<file path="src/rtl/tff_ctrl_pkg.sv">
// Shared constants for the T-flip-flop bank arbiter: opcodes, FSM states, defaults.
package tff_ctrl_pkg;

    localparam int unsigned DEFAULT_WIDTH = 8;
    localparam int unsigned DEFAULT_NREQ  = 4;

    localparam logic [1:0] OP_HOLD   = 2'b00;
    localparam logic [1:0] OP_LOAD   = 2'b01;
    localparam logic [1:0] OP_TOGGLE = 2'b10;
    localparam logic [1:0] OP_CLEAR  = 2'b11;

    typedef enum logic [1:0] {
        IDLE  = 2'd0,
        GRANT = 2'd1,
        EXEC  = 2'd2,
        DONE  = 2'd3
    } state_t;

endpackage

</file>
<file path="src/rtl/tff_cell.sv">
// Single T flip-flop with complementary output and async active-low reset.
module tff_cell (
    input  logic clk,
    input  logic rst,
    input  logic t,
    output logic q,
    output logic qb
);

    logic q_q;
    logic q_d;

    // Toggle when t is high, otherwise hold.
    always_comb begin
        q_d = q_q ^ t;
    end

    // State flop, cleared asynchronously.
    always_ff @(posedge clk or negedge rst) begin
        if (!rst) begin
            q_q <= 1'b0;
        end else begin
            q_q <= q_d;
        end
    end

    assign q  = q_q;
    assign qb = ~q_q;

endmodule

</file>
<file path="src/rtl/tff_bank_arbiter.sv">
// Round-robin arbiter granting NREQ requesters access to a WIDTH-bit T-flip-flop bank.
// Each transaction walks IDLE -> GRANT -> EXEC -> DONE, one state per cycle.
module tff_bank_arbiter
    import tff_ctrl_pkg::*;
#(
    parameter int unsigned WIDTH = DEFAULT_WIDTH,
    parameter int unsigned NREQ  = DEFAULT_NREQ
) (
    input  logic                    clk,
    input  logic                    rst,
    input  logic [NREQ-1:0]         req,
    input  logic [2*NREQ-1:0]       op,
    input  logic [WIDTH*NREQ-1:0]   wdata,
    output logic [NREQ-1:0]         gnt,
    output logic                    ack,
    output logic                    busy,
    output logic [WIDTH-1:0]        q,
    output logic [WIDTH-1:0]        qb
);

    localparam int unsigned PTR_W = (NREQ > 1) ? $clog2(NREQ) : 1;

    state_t             state_q, state_d;
    logic [NREQ-1:0]    gnt_q, gnt_d;
    logic               ack_q, ack_d;
    logic [PTR_W-1:0]   ptr_q, ptr_d;
    logic [PTR_W-1:0]   winner_q, winner_d;
    logic [1:0]         op_q, op_d;
    logic [WIDTH-1:0]   data_q, data_d;

    logic [1:0]         op_arr   [NREQ];
    logic [WIDTH-1:0]   data_arr [NREQ];
    logic [WIDTH-1:0]   t_vec;
    logic [PTR_W-1:0]   idx;
    logic               found;

    // Unpack the per-requester opcode and operand fields.
    always_comb begin
        for (int unsigned i = 0; i < NREQ; i++) begin
            op_arr[i]   = op[2*i +: 2];
            data_arr[i] = wdata[WIDTH*i +: WIDTH];
        end
    end

    // Next-state, round-robin selection, operand latch and grant/ack generation.
    always_comb begin
        state_d  = state_q;
        gnt_d    = gnt_q;
        ack_d    = 1'b0;
        ptr_d    = ptr_q;
        winner_d = winner_q;
        op_d     = op_q;
        data_d   = data_q;
        found    = 1'b0;
        idx      = '0;
        unique case (state_q)
            IDLE: begin
                gnt_d = '0;
                // Scan from ptr upward (wrapping); first pending request wins.
                for (int unsigned i = 0; i < NREQ; i++) begin
                    idx = PTR_W'((32'(ptr_q) + i) % NREQ);
                    if (!found && req[idx]) begin
                        found    = 1'b1;
                        winner_d = idx;
                        gnt_d[idx] = 1'b1;
                    end
                end
                if (found) begin
                    state_d = GRANT;
                end
            end
            GRANT: begin
                op_d    = op_arr[winner_q];
                data_d  = data_arr[winner_q];
                state_d = EXEC;
            end
            EXEC: begin
                ack_d   = 1'b1;
                state_d = DONE;
            end
            DONE: begin
                gnt_d   = '0;
                ptr_d   = (winner_q == PTR_W'(NREQ - 1)) ? '0 : winner_q + PTR_W'(1);
                state_d = IDLE;
            end
            default: begin
                state_d = IDLE;
            end
        endcase
    end

    // Toggle vector: nonzero only during EXEC so the bank changes on that edge alone.
    always_comb begin
        t_vec = '0;
        if (state_q == EXEC) begin
            case (op_q)
                OP_HOLD:   t_vec = '0;
                OP_LOAD:   t_vec = data_q ^ q;
                OP_TOGGLE: t_vec = data_q;
                OP_CLEAR:  t_vec = q;
                default:   t_vec = '0;
            endcase
        end
    end

    // Control registers with asynchronous reset.
    always_ff @(posedge clk or negedge rst) begin
        if (!rst) begin
            state_q  <= IDLE;
            gnt_q    <= '0;
            ack_q    <= 1'b0;
            ptr_q    <= '0;
            winner_q <= '0;
            op_q     <= '0;
            data_q   <= '0;
        end else begin
            state_q  <= state_d;
            gnt_q    <= gnt_d;
            ack_q    <= ack_d;
            ptr_q    <= ptr_d;
            winner_q <= winner_d;
            op_q     <= op_d;
            data_q   <= data_d;
        end
    end

    for (genvar b = 0; b < WIDTH; b++) begin : g_bank
        tff_cell u_cell (
            .clk (clk),
            .rst (rst),
            .t   (t_vec[b]),
            .q   (q[b]),
            .qb  (qb[b])
        );
    end

    assign gnt  = gnt_q;
    assign ack  = ack_q;
    assign busy = (state_q != IDLE);

endmodule
</file>
<file path="config.mk">
export PLATFORM = sky130hd
export DESIGN_NAME = tff_bank_arbiter
export DESIGN_NICKNAME = d
export VERILOG_FILES = /design/src/rtl/tff_ctrl_pkg.sv /design/src/rtl/tff_cell.sv /design/src/rtl/tff_bank_arbiter.sv
export SDC_FILE = /design/constraint.sdc
export NUM_CORES = 1
export LEC_CHECK = 0
export BUFFER_PORTS_ARGS = -buffer_cell sky130_fd_sc_hd__clkbuf_2
export CORE_MARGIN = 5
export CORE_UTILIZATION = 50
export DETAILED_ROUTE_END_ITERATION = 12
export GPL_ROUTABILITY_DRIVEN = 0
export PLACE_DENSITY = 0.78
export SETUP_SLACK_MARGIN = 0.05
export SLEW_MARGIN = 20
export SYNTH_ARGS = -nofsm -noshare
export SYNTH_HDL_FRONTEND = slang
export SYNTH_SLANG_ARGS = --single-unit
</file>
<file path="constraint.sdc">
create_clock -name clk -period 3.1 [get_ports clk]
set_input_delay 0.31 -clock clk [delete_from_list [all_inputs] [get_ports clk]]
set_output_delay 0.31 -clock clk [all_outputs]
set_load 0.005 [all_outputs]
</file>
==> metrics.txt <==
outcome=complete, no violations; initial antenna violation count=0; post-route ant nets=0; Worst path slowest cell=ha_1; worst slack, placed=between 0.8 and 0.9 ns; Post-Route WL=between 5 and 6 mm; dominant synthesized flop cell=dfrtp_1; Worst-Margin Slew=between 0.7 and 0.8 ns; # DRC=0; multi-input logic area=approximately 1300 um^2; fill cell count=around 380; Nets=336; syn_nets=between 200 and 300; TritonCTS clock tree=done; Row Count=24; Layout Skew=~0.007 ns; Final Non-Filler Cells=about 330; DPL Wire Length=between 3 and 4 mm; Critical Path Max Stage Delay=~0.47 ns; total of warnings raised by yosys=0; H-tree levels=2; final core occ=0.5996; Post-synth EDFFs=0; Synth top area share=0.3189; first-pass GRT wire length=just over 9 mm; layer carrying the most global-route usage=met2; wire per inst=16.30 um; Post-CTS Setup Inserts=0; initial core utilization=0.5191; register area share after synthesis=0.3189; Cells after DPL=~320; Synth async-reset ratio=1.000; met2 usage=0.3022; port bufs=between 60 and 70; Die ar.=between 6000 and 7000 um^2; GRT met1 Usage=0.2437; Sequential Area=725.7 um^2; leakage=1.285 nW; maximum vdd ir drop=roughly 0.43 mV; hold buffers post-CTS=0; Final Critical Period=about 2.3 ns; max_slew headroom=0.4997; final setup TNS=0 ns; Via Count=between 1500 and 2000; clock tree buffer depth=2; Final period util=0.7400; Vert. Die Dim=just under 80 um; layout cell share with drive strength beyond 1=0.3827; Post-CTS Resized=0; RSZ-0062 raised after global routing=no; placed cell areas=2512 um^2; critical path class=reg -> reg; synth top area cells=dfrtp_1 (32%), mux4_2 (12%), ha_1 (7.7%); final worst slack=~0.81 ns; First-pass DRT Iterations=4; top-count cell post-synth=dfrtp_1; Critical Path AT=~2.5 ns; worst path cell trace=inv_1, ha_1, mux4_2, or3b_1, a221oi_1, a221o_1; Setup crit end kind=flop; grt met3 use=0.04167; Global Route Usage Sum=0.1867; maxcap violations=0; ANT cells=0; area leader, netlist=dfrtp_1; Via density=~5.7; Num CTS Buffers=5; IO Count=68; Required @ worst endpoint=between 3 and 4 ns; Mapped Area=around 2300 um^2; Area Overhead vs Synth=15.50%; final hold violations=0; Post-Syn Instances=229; flops & latches, synth=29; PwrDens=1016 nW/um^2; CTS Sinks=29; Max Fclk=0.4359 GHz; Starting DRT DRC Count=between 60 and 70; Final setup violation count=0; CP Launch Type=flop; post-route cell area=around 2600 um^2; overflow left after global routing=0; HP Class=in -> async; Avg Inst Size Synth=~10 um^2; synth unique cells=38; Critical Path Fanout Max=9; Clk pin slew, worst setup/hold paths=about 0.060 ns; Clock Latency Late Sink=0.28 ns; largest net degree at the start of global routing=30; Final Max Slew Viols=0; Commonest cells post-synth=dfrtp_1 (29), inv_1 (26), buf_4 (16); via count of the first global-routing pass=~2000; die width=just under 80 um; Root Buffer=clkbuf_8; core footprint=4384 um^2
## worst max-delay path, delay by kind of cell (launching register included)
family	cells	cell delay, ns
AO/OA/AOI/OAI	2	0.45
adder cells (fa/ha/maj)	1	0.47
buffers and inverters	1	0.14
flip-flops	1	0.35
multiplexers	1	0.44
AND/OR/NAND/NOR	1	0.38
## metrics by stage
| stage | power, mW | hold slack [ns] |
|---|---|---|
| 3_3_place_gp | 2.208 | 0.3955 |
| 2_1_floorplan | 1.976 | 0.01441 |
| 6_report | 2.670 | 0.07360 |
| 3_5_place_dp | 2.261 | 0.4042 |
| 4_1_cts | 2.680 | 0.1042 |
| 5_1_grt | 2.917 | 0.1525 |
## area by class of cell
type,count,share of cell area
multi-input cells,145,0.4845
inverters,26,0.03713
repair buffers,69,0.1333
flip-flops and latches,29,0.2761
clock inverters,1,0.01142
clock buffers,7,0.03284
well taps,52,0.02475
## kinds of logic after synthesis
kind of cell               synth area share
and+or+nand+nor                      0.1160
DFF                                  0.3189
buffers and inverters                0.1215
muxes                                0.1831
adders and majority gates           0.07697
AOI/OAI and AO/OA                    0.1836
## power by group
group          switching (mW)  internal [mW]
combinational           0.705          0.753
sequential              0.239          0.566
clock                   0.145          0.262
## metal layers
| layer | up-vias | share of wire |
|---|---|---|
| li1 | 912 | - |
| met1 | 893 | 0.43 |
| met2 | 63 | 0.48 |
| met3 | 11 | 0.061 |
| met4 | 0 | 0.021 |
| met5 | - | 0 |
## final timing paths
kind,start,to,slack (ns),depth (start not counted)
setup / recovery,ptr_q[0],gnt[1],0.81,6
hold / removal,rst,data_q[0],0.07,1
setup reg to reg,ptr_q[0],gnt[1],0.81,6
hold reg to reg,gnt[1],gnt[1],0.54,1
max in group asynchronous,rst,gnt[0],2.56,1
min in group clk,wdata[17],data_q[1],0.45,4
## cell usage in the layout (no fill, tap or decap), drive strengths merged, types with 2 or more instances in the layout
cell | Yosys | layout
a21oi | 14 | 14
a221o | 7 | 7
a2bb2oi | 7 | 7
and2 | 5 | 5
and3 | 7 | 7
buf | 19 | 2
clkbuf | 10 | 74
dfrtp | 29 | 29
ha | 14 | 14
inv | 26 | 26
mux2 | 8 | 8
mux2i | 3 | 3
mux4 | 13 | 13
nand2 | 12 | 12
nor2 | 4 | 4
nor2b | 2 | 2
o21ai | 15 | 15
o221ai | 8 | 8
or2 | 9 | 9
or4 | 2 | 2
## flip-flops by register name, indices dropped and copies added (netlist names)
signal	flops
state_q	2
g_bank.u_cell.q	8
gnt	4
ack	1
data_q	8
winner_q	2
ptr_q	2
op_q	2
Note: power is estimated with default switching activity, not from simulation.
